## src/rtl/risc_kgp_pkg.sv

```systemverilog
// risc_kgp_pkg: shared constants and types for the 32->16 narrowing path.
//   SAT_MAX16 / SAT_MIN16 : 16-bit signed saturation limits
//   narrow_mode_e         : per-word mode (truncate / saturate)
//   DEF_IN_W / DEF_OUT_W  : default input / output widths
package risc_kgp_pkg;

    localparam int unsigned DEF_IN_W  = 32;
    localparam int unsigned DEF_OUT_W = 16;

    localparam logic [15:0] SAT_MAX16 = 16'h7FFF;
    localparam logic [15:0] SAT_MIN16 = 16'h8000;

    typedef enum logic {
        NARROW_TRUNC = 1'b0,
        NARROW_SAT   = 1'b1
    } narrow_mode_e;

endpackage

```

## src/rtl/narrow_fifo2.sv

```systemverilog
// narrow_fifo2: generic 2-entry valid/ready FIFO.
//   clk, rst_n            : clock, async active-low reset
//   wr_valid_i/wr_ready_o : write side handshake, wr_data_i payload
//   rd_valid_o/rd_ready_i : read side handshake, rd_data_o = head entry
// wr_ready_o depends only on registered occupancy (no rd_ready_i path).
module narrow_fifo2 #(
    parameter int unsigned W = 17
) (
    input  logic         clk,
    input  logic         rst_n,
    input  logic         wr_valid_i,
    output logic         wr_ready_o,
    input  logic [W-1:0] wr_data_i,
    output logic         rd_valid_o,
    input  logic         rd_ready_i,
    output logic [W-1:0] rd_data_o
);

    logic [W-1:0] mem_q [2];
    logic         rd_ptr_q;
    logic         wr_ptr_q;
    logic [1:0]   count_q;
    logic [1:0]   count_d;
    logic         push;
    logic         pop;

    assign wr_ready_o = (count_q != 2'd2);
    assign rd_valid_o = (count_q != 2'd0);
    assign push       = wr_valid_i & wr_ready_o;
    assign pop        = rd_valid_o & rd_ready_i;
    assign rd_data_o  = mem_q[rd_ptr_q];

    always_comb begin
        count_d = count_q;
        case ({push, pop})
            2'b10:   count_d = count_q + 2'd1;
            2'b01:   count_d = count_q - 2'd1;
            default: count_d = count_q;
        endcase
    end

    always_ff @(posedge clk or negedge rst_n) begin
        if (!rst_n) begin
            mem_q[0] <= '0;
            mem_q[1] <= '0;
            rd_ptr_q <= 1'b0;
            wr_ptr_q <= 1'b0;
            count_q  <= 2'd0;
        end else begin
            if (push) begin
                mem_q[wr_ptr_q] <= wr_data_i;
                wr_ptr_q        <= ~wr_ptr_q;
            end
            if (pop) begin
                rd_ptr_q <= ~rd_ptr_q;
            end
            count_q <= count_d;
        end
    end

endmodule

```

## src/rtl/sign32narrow.sv

```systemverilog
// sign32narrow: narrow a signed IN_W word to a signed OUT_W value.
//   clk, rst_n               : clock, async active-low reset
//   in_valid/in_ready        : producer handshake; in_data word, in_sat mode
//   out_valid/out_ready      : consumer handshake; out_data, out_ovf of head
//   clr_count                : synchronous clear of ovf_count
//   ovf_count                : saturating count of accepted overflowing words
module sign32narrow
    import risc_kgp_pkg::*;
#(
    parameter int unsigned IN_W  = DEF_IN_W,
    parameter int unsigned OUT_W = DEF_OUT_W,
    parameter int unsigned CNT_W = 8
) (
    input  logic             clk,
    input  logic             rst_n,
    input  logic             in_valid,
    output logic             in_ready,
    input  logic [IN_W-1:0]  in_data,
    input  logic             in_sat,
    output logic             out_valid,
    input  logic             out_ready,
    output logic [OUT_W-1:0] out_data,
    output logic             out_ovf,
    input  logic             clr_count,
    output logic [CNT_W-1:0] ovf_count
);

    // Bits that must all equal the result sign bit for the word to fit.
    logic [IN_W-OUT_W:0] upper;
    logic                fits;
    logic [OUT_W-1:0]    res_data;
    logic                res_ovf;
    logic                accept;
    logic [CNT_W-1:0]    cnt_q;
    logic [CNT_W-1:0]    cnt_d;

    assign upper   = in_data[IN_W-1:OUT_W-1];
    assign fits    = (&upper) | ~(|upper);
    assign res_ovf = ~fits;
    assign accept  = in_valid & in_ready;

    always_comb begin
        res_data = in_data[OUT_W-1:0];
        if (!fits && (narrow_mode_e'(in_sat) == NARROW_SAT)) begin
            res_data = in_data[IN_W-1] ? SAT_MIN16 : SAT_MAX16;
        end
    end

    narrow_fifo2 #(
        .W (OUT_W + 1)
    ) u_fifo (
        .clk        (clk),
        .rst_n      (rst_n),
        .wr_valid_i (in_valid),
        .wr_ready_o (in_ready),
        .wr_data_i  ({res_ovf, res_data}),
        .rd_valid_o (out_valid),
        .rd_ready_i (out_ready),
        .rd_data_o  ({out_ovf, out_data})
    );

    // Clear wins over increment; increment stops at all-ones.
    always_comb begin
        cnt_d = cnt_q;
        if (clr_count) begin
            cnt_d = '0;
        end else if (accept && res_ovf && (cnt_q != '1)) begin
            cnt_d = cnt_q + 1'b1;
        end
    end

    always_ff @(posedge clk or negedge rst_n) begin
        if (!rst_n) begin
            cnt_q <= '0;
        end else begin
            cnt_q <= cnt_d;
        end
    end

    assign ovf_count = cnt_q;

endmodule

```

## config.mk

```make
export PLATFORM = sky130hd
export DESIGN_NAME = sign32narrow
export DESIGN_NICKNAME = d
export VERILOG_FILES = /design/src/rtl/risc_kgp_pkg.sv /design/src/rtl/narrow_fifo2.sv /design/src/rtl/sign32narrow.sv
export SDC_FILE = /design/constraint.sdc
export NUM_CORES = 1
export LEC_CHECK = 0
export CORE_MARGIN = 4
export CORE_UTILIZATION = 52
export DETAILED_ROUTE_END_ITERATION = 10
export GPL_TIMING_DRIVEN = 1
export HOLD_SLACK_MARGIN = 0.05
export PLACE_DENSITY_LB_ADDON = 0.2
export SYNTH_ARGS = -nofsm -noshare
export SYNTH_HDL_FRONTEND = slang
export SYNTH_SLANG_ARGS = --single-unit
```

## constraint.sdc

```tcl
create_clock -name clk -period 4.5 [get_ports clk]
set_clock_uncertainty 0.05 [all_clocks]
set_input_delay 0.9 -clock clk [delete_from_list [all_inputs] [get_ports clk]]
set_output_delay 0.9 -clock clk [all_outputs]
set_load 0.005 [all_outputs]
```

==> results by group, run 1 <==
Route
  • Post-route ant nets: 0
  • DR vias: 1893
  • Vias per cell: 6.17
  • Starting DRC count in detailed routing: 190
  • Remaining DRCs: 0
  • DR pass1 iterations: 4
  • Routed WL: 5420 um
  • Per-cell routed wire length: 17.6 um

Clocking
  • Setup Fix Bufs, Post-CTS: 0
  • CTS tree: built
  • Worst-path clk slew: 90 ps
  • Hold_buf cts: 0
  • Num Clock Sinks: 46
  • CTS-repair resized insts: 0
  • Root Buffer Master: clkbuf_8
  • Clock Path Buffers: 2
  • H-tree level count: 2
  • Clock buffer count from CTS: 5
  • Worst skew pair latency: 300 ps

Worst setup path
  • Worst EP arrival: 2060 ps
  • Critical Path RT: 3550 ps
  • CP Class: reg2out
  • Worst R2R Path Depth: 5
  • R2r endpoint: u_fifo.mem_q[4]$_DFFE_PN0P_
  • Worst setup EP type: output port
  • R2R Setup Slk: 2100 ps
  • Startpoint Class: flip-flop
  • Largest fanout on the critical path: 18
  • R2R Path Start: u_fifo.count_q[0]$_DFFE_PN0P_

Synthesis
  • Cell variety after synth: 34
  • Avg Cell Area, Syn: 12.2 um^2
  • Syn Std Cell Area: 2400 um^2
  • Syn nets: 237
  • Synth Warn #: 0
  • Cells after synthesis: 197
  • Asr flop ratio synth: 100%
  • Ys flop type: dfrtp_1
  • Register bit total from synthesis: 46
  • Post-synth EDFFs: 0
  • Seq/Total Area, Yosys: 48.0%

Worst hold path
  • Worst hold path class: reg2reg
  • Hold worst-path end: u_fifo.count_q[1]$_DFFE_PN0P_
  • Worst hold path cell count: 1
  • Worst Hold Launch: u_fifo.count_q[1]$_DFFE_PN0P_

Floorplanning
  • Ports: 65
  • Rows: 24
  • Die Y: 75.9 um
  • Core area: 4410 um^2
  • Die width: 75.9 um
  • Die Area: 5760 um^2
  • Initial Util: 54.3%

Final layout
  • Synth-to-layout area growth: 28.7%
  • Area occupied by multi-input gates: 1140 um^2
  • Fin nets: 294
  • Reg area: 1150 um^2
  • Final instance area: 3090 um^2
  • Finished Layout Cells: 307
  • # fillers: 343
  • Antenna cells: 0
  • Layout cells sized above 1: 20.4%

Place
  • Final HPWL DP: 3790 um
  • Placed insts: 299
  • Port-buffer cells: 64
  • RePlAce Congestion: 0.734
  • Placed Area: 2990 um^2

STA
  • Worst hold margin: 445 ps
  • Worst rel slew slack: 33.2%
  • Max-slew violations: 0
  • Unrepaired setup endpoints after global routing: no
  • Max Freq: 0.332 GHz
  • Min Tclk post-route: 3010 ps
  • Final setup fails: 0
  • Period utilization: 66.9%
  • Worst-Margin Slew: 1000 ps
  • Setup TNS: 0 ps
  • Final Hold Viols: 0

GRT
  • Grt ovf: 0
  • Total Routing Usage GR: 19.6%
  • First-pass GRT wire length: 9390 um
  • Vias in the first global route: 1931
  • Largest net degree at the start of global routing: 47
  • Initial antenna violation count: 0

Run
  • Max-Cap Viols: 0

Power
  • VDD IR max: 0.222 mV
  • Leak Pwr: 1.29 nW
  • Pwr dens: 572 nW/um^2

Status
  • Status: complete, no violations
placed cells by master (no fill, tap or decap), drive strengths merged, types with 4 or more instances in the layout:
cell	n
a221o	30
and3	6
clkbuf	5
clkdlybuf4s50	63
dfrtp	46
mux2	24
nand2	10
nand2b	5
nand4	7
nor2	12
nor2b	7
nor3	4
nor4	5
o21ai	4
worst max-delay path by stage:
stage,startpoint,end,slack [ps],cells after the start
6_report,u_fifo.rd_ptr_q$_DFFE_PN0P_,out_data[15],1490,2
5_1_grt,u_fifo.rd_ptr_q$_DFFE_PN0P_,out_data[15],1400,2
4_1_cts,u_fifo.rd_ptr_q$_DFFE_PN0P_,out_data[15],1480,2
3_5_place_dp,in_valid,u_fifo.mem_q[1]$_DFFE_PN0P_,1330,5
3_3_place_gp,in_valid,u_fifo.mem_q[0]$_DFFE_PN0P_,1380,5
2_1_floorplan,u_fifo.rd_ptr_q$_DFFE_PN0P_,out_data[0],2190,3
registers in the layout, summed over array words and instances, names as in the netlist:
signal           count
ovf_count            8
u_fifo.mem_q        34
u_fifo.count_q       2
u_fifo.rd_ptr_q      1
u_fifo.wr_ptr_q      1
power by group:
| part | internal (mW) | total (mW) | switching, mW |
|---|---|---|---|
| clock network | 0.112 | 0.264 | 0.152 |
| logic | 0.514 | 0.780 | 0.266 |
| registers | 0.582 | 0.720 | 0.139 |
synth_stat cells (4+ instances only):
master    number  area (um^2)
and3_1         6         37.5
nor2b_1        7         43.8
o21ai_0        4         20.0
a221o_2       10          113
nand2_1        9         33.8
mux2_2        24          270
nor2_1        12         45.0
buf_6          6         67.6
nand2b_1       4         25.0
dfrtp_1       46         1150
nand4_1        7         43.8
a221o_1       20          200
worst max-delay path, stage by stage, from the launching register on:
cell	delay, ps
dfrtp_1	880
mux2_2	430
clkdlybuf4s50_1	450
cell type report:
type | instances | share of cell area [%]
clock buffers | 5 | 2.23
clock inverters | 3 | 0.810
inverters | 1 | 0.122
multi-input cells | 136 | 36.9
flip-flops and latches | 46 | 37.3
well taps | 52 | 2.11
repair buffers | 64 | 20.6
per-stage QoR:
| step | setup slack [ps] | power [mW] | utilization [%] |
|---|---|---|---|
| final | 1490 | 1.76 | 70.0 |
| after global routing | 1400 | 1.89 | 70.0 |
| after CTS | 1480 | 1.78 | 70.0 |
| after detailed placement | 1330 | 1.51 | 67.8 |
| after global placement | 1380 | 1.48 | 67.8 |
| after floorplan | 2190 | 1.15 | - |
routing by layer:
layer,up-vias,GRT usage (%),share of wire [%]
li1,876,-,-
met1,924,26.3,44
met5,-,0,0
met3,11,6.40,7.7
met2,82,30.1,47
met4,0,6.41,1.3
cells by family (layout without fill, tap and decap cells):
family	count (synthesis)	count (layout)	share of synthesized area [%]
buffers and inverters	15	73	4.54
xor gates and xnor gates	4	4	1.46
AOI/OAI and AO/OA	37	37	15.9
muxes	26	26	12.1
and+or+nand+nor	67	67	17.0
DFF	46	46	48.0
adders and majority gates	2	2	1.04
Note: power is estimated with default switching activity, not from simulation.
==> run 2, diff against run 1 <==
Settings changed: CORE_UTILIZATION 52 to 43.
Clock period 4.5 ns to 2.68 ns, I/O delays scaled along.
==> results by group, run 2 (synthesis gave the netlist of run 1 again) <==
Run
  • Max-Cap Viols: 0 (unchanged)

Final layout
  • Fin nets: 304 (+3.4%)
  • Antenna cells: 0 (unchanged)
  • Leading cell types in the layout, fill and taps excluded: 63 x clkdlybuf4s50_1, 46 x dfrtp_1, 24 x mux2_2, 20 x a221o_1, 12 x nor2_1
  • Most flops, register: u_fifo.mem_q
  • Final instance area: 3190 um^2 (+3.2%)
  • Layout cells sized above 1: 23.4% (+3.0 points)
  • Synth-to-layout area growth: 32.8%
  • Commonest non-fill, non-tap cell in the layout: clkdlybuf4s50_1
  • Max reg flops: 34 (unchanged)
  • Finished Layout Cells: 335 (+9.1%)

Power
  • Leak Pwr: 1.34 nW (+3.8%)
  • Pwr dens: 944 nW/um^2 (+65%)
  • VDD IR max: 0.502 mV (+130%)

Route
  • Vias per cell: 5.69 (-7.8%)
  • Starting DRC count in detailed routing: 92 (-52%)
  • DR vias: 1905 (+0.63%)
  • DR pass1 iterations: 4 (unchanged)
  • Post-route ant nets: 0 (unchanged)
  • Per-cell routed wire length: 16.8 um (-5.0%)
  • Remaining DRCs: 0 (unchanged)
  • Routed WL: 5610 um (+3.7%)

Status
  • Status: complete, no violations

Clocking
  • Root Buffer Master: clkbuf_8
  • Hold_buf cts: 0 (unchanged)
  • Clock Path Buffers: 2 (unchanged)
  • Num Clock Sinks: 46 (unchanged)
  • H-tree level count: 2 (unchanged)
  • Worst-path clk slew: 100 ps (about the same)
  • CTS tree: built
  • Worst skew pair latency: 300 ps (about the same)
  • CTS-repair resized insts: 0 (unchanged)
  • Setup Fix Bufs, Post-CTS: 0 (unchanged)
  • Clock buffer count from CTS: 5 (unchanged)

STA
  • Max Freq: 0.408 GHz
  • Period utilization: 91.5%
  • Worst rel slew slack: 39.6% (+6.4 points)
  • Worst-Margin Slew: 899 ps (-103 ps)
  • Final Hold Viols: 0 (unchanged)
  • Unrepaired setup endpoints after global routing: no
  • Min Tclk post-route: 2450 ps
  • Max-slew violations: 0 (unchanged)
  • Setup TNS: 0 ps (unchanged)
  • Final setup fails: 0 (unchanged)

Worst setup path
  • Critical Path RT: 2090 ps (-1460 ps)
  • R2R Setup Slk: 560 ps (-1540 ps)
  • Startpoint Class: flip-flop
  • Bufs and invs on worst path: 2 (+1)
  • Levels on crit path: 3 (+1)
  • CP Class: reg2out
  • CP cell instances: buf_4, mux2_2, clkdlybuf4s50_1
  • Worst setup EP type: output port
  • Worst R2R Path Depth: 5 (unchanged)
  • Largest fanout on the critical path: 14 (-4)
  • Worst EP arrival: 1870 ps (-190 ps)
  • CP max stage delay: 460 ps (-420 ps)
  • R2R Path Start: u_fifo.count_q[0]$_DFFE_PN0P_
  • Largest delay share family, worst path: buffers and inverters
  • Crit path max-delay cell type: dfrtp_1
  • R2r endpoint: u_fifo.mem_q[0]$_DFFE_PN0P_

Floorplanning
  • Ports: 65 (unchanged)
  • Die Y: 82.7 um (+8.9%)
  • Rows: 26 (+8.3%)
  • Die Area: 6840 um^2 (+19%)
  • Initial Util: 45.5% (-8.8 points)
  • Die width: 82.7 um (+8.9%)
  • Core area: 5270 um^2 (+19%)

GRT
  • Routing usage on met3: 4.45% (-2.0 points)
  • Initial antenna violation count: 0 (unchanged)
  • Met1 usage in global routing: 23.4% (-2.9 points)
  • Busiest layer in global routing: met2
  • Vias in the first global route: 1881 (-2.6%)
  • Met2 usage in global routing: 28.4% (-1.7 points)
  • First-pass GRT wire length: 9140 um (-2.6%)
  • Total Routing Usage GR: 17.5% (-2.1 points)
  • Largest net degree at the start of global routing: 32 (-32%)
  • Grt ovf: 0 (unchanged)

Place
  • Final HPWL DP: 4010 um (+5.7%)
  • Placed Area: 3090 um^2 (+3.3%)
  • Placed insts: 327 (+9.4%)
  • RePlAce Congestion: 0.777 (+5.8%)
  • Port-buffer cells: 64 (unchanged)

Worst hold path
  • Worst hold path class: in2async
## run 2: worst max-delay path by stage
stage / startpoint / end / slack, ps
2_1_floorplan: u_fifo.rd_ptr_q$_DFFE_PN0P_ / out_data[0] / 740
3_3_place_gp: in_data[23] / u_fifo.mem_q[1]$_DFFE_PN0P_ / -2
3_5_place_dp: in_data[26] / u_fifo.mem_q[0]$_DFFE_PN0P_ / -6
4_1_cts: u_fifo.rd_ptr_q$_DFFE_PN0P_ / out_ovf / 210
5_1_grt: u_fifo.rd_ptr_q$_DFFE_PN0P_ / out_data[6] / 160
6_report: u_fifo.rd_ptr_q$_DFFE_PN0P_ / out_ovf / 230
## run 2: report_power, final
part	total, mW	switching, mW	leakage, nW	internal [mW]
combinational	1.41	0.509	0.720	0.901
sequential	1.15	0.175	0.579	0.977
clock	0.445	0.257	0.0447	0.189
## run 2: metrics by stage
stage / hold WS [ps] / power [mW] / util (%) / setup slack (ps)
after floorplan: 190 / 1.93 / - / 739
after global placement: 415 / 2.56 / 58.7 / -2.23
after detailed placement: 423 / 2.58 / 58.7 / -6.50
after CTS: 237 / 3.04 / 60.4 / 206
after global routing: 266 / 3.21 / 60.4 / 159
final: 217 / 3.01 / 60.4 / 228
## run 2: area by class of cell
type	count	area, um^2
Inverter	1	3.75
Clock inverter	3	25.0
Tap cell	70	87.6
Sequential cell	46	1150
Timing Repair Buffer	74	711
Fill cell	449	2080
Clock buffer	5	68.8
Multi-Input combinational cell	136	1140
## run 2: metal layers
metal | vias up | part of all wire, %
met5 | - | 0
met4 | 0 | 0.43
met3 | 2 | 7.9
met2 | 79 | 46
met1 | 935 | 45
li1 | 889 | -
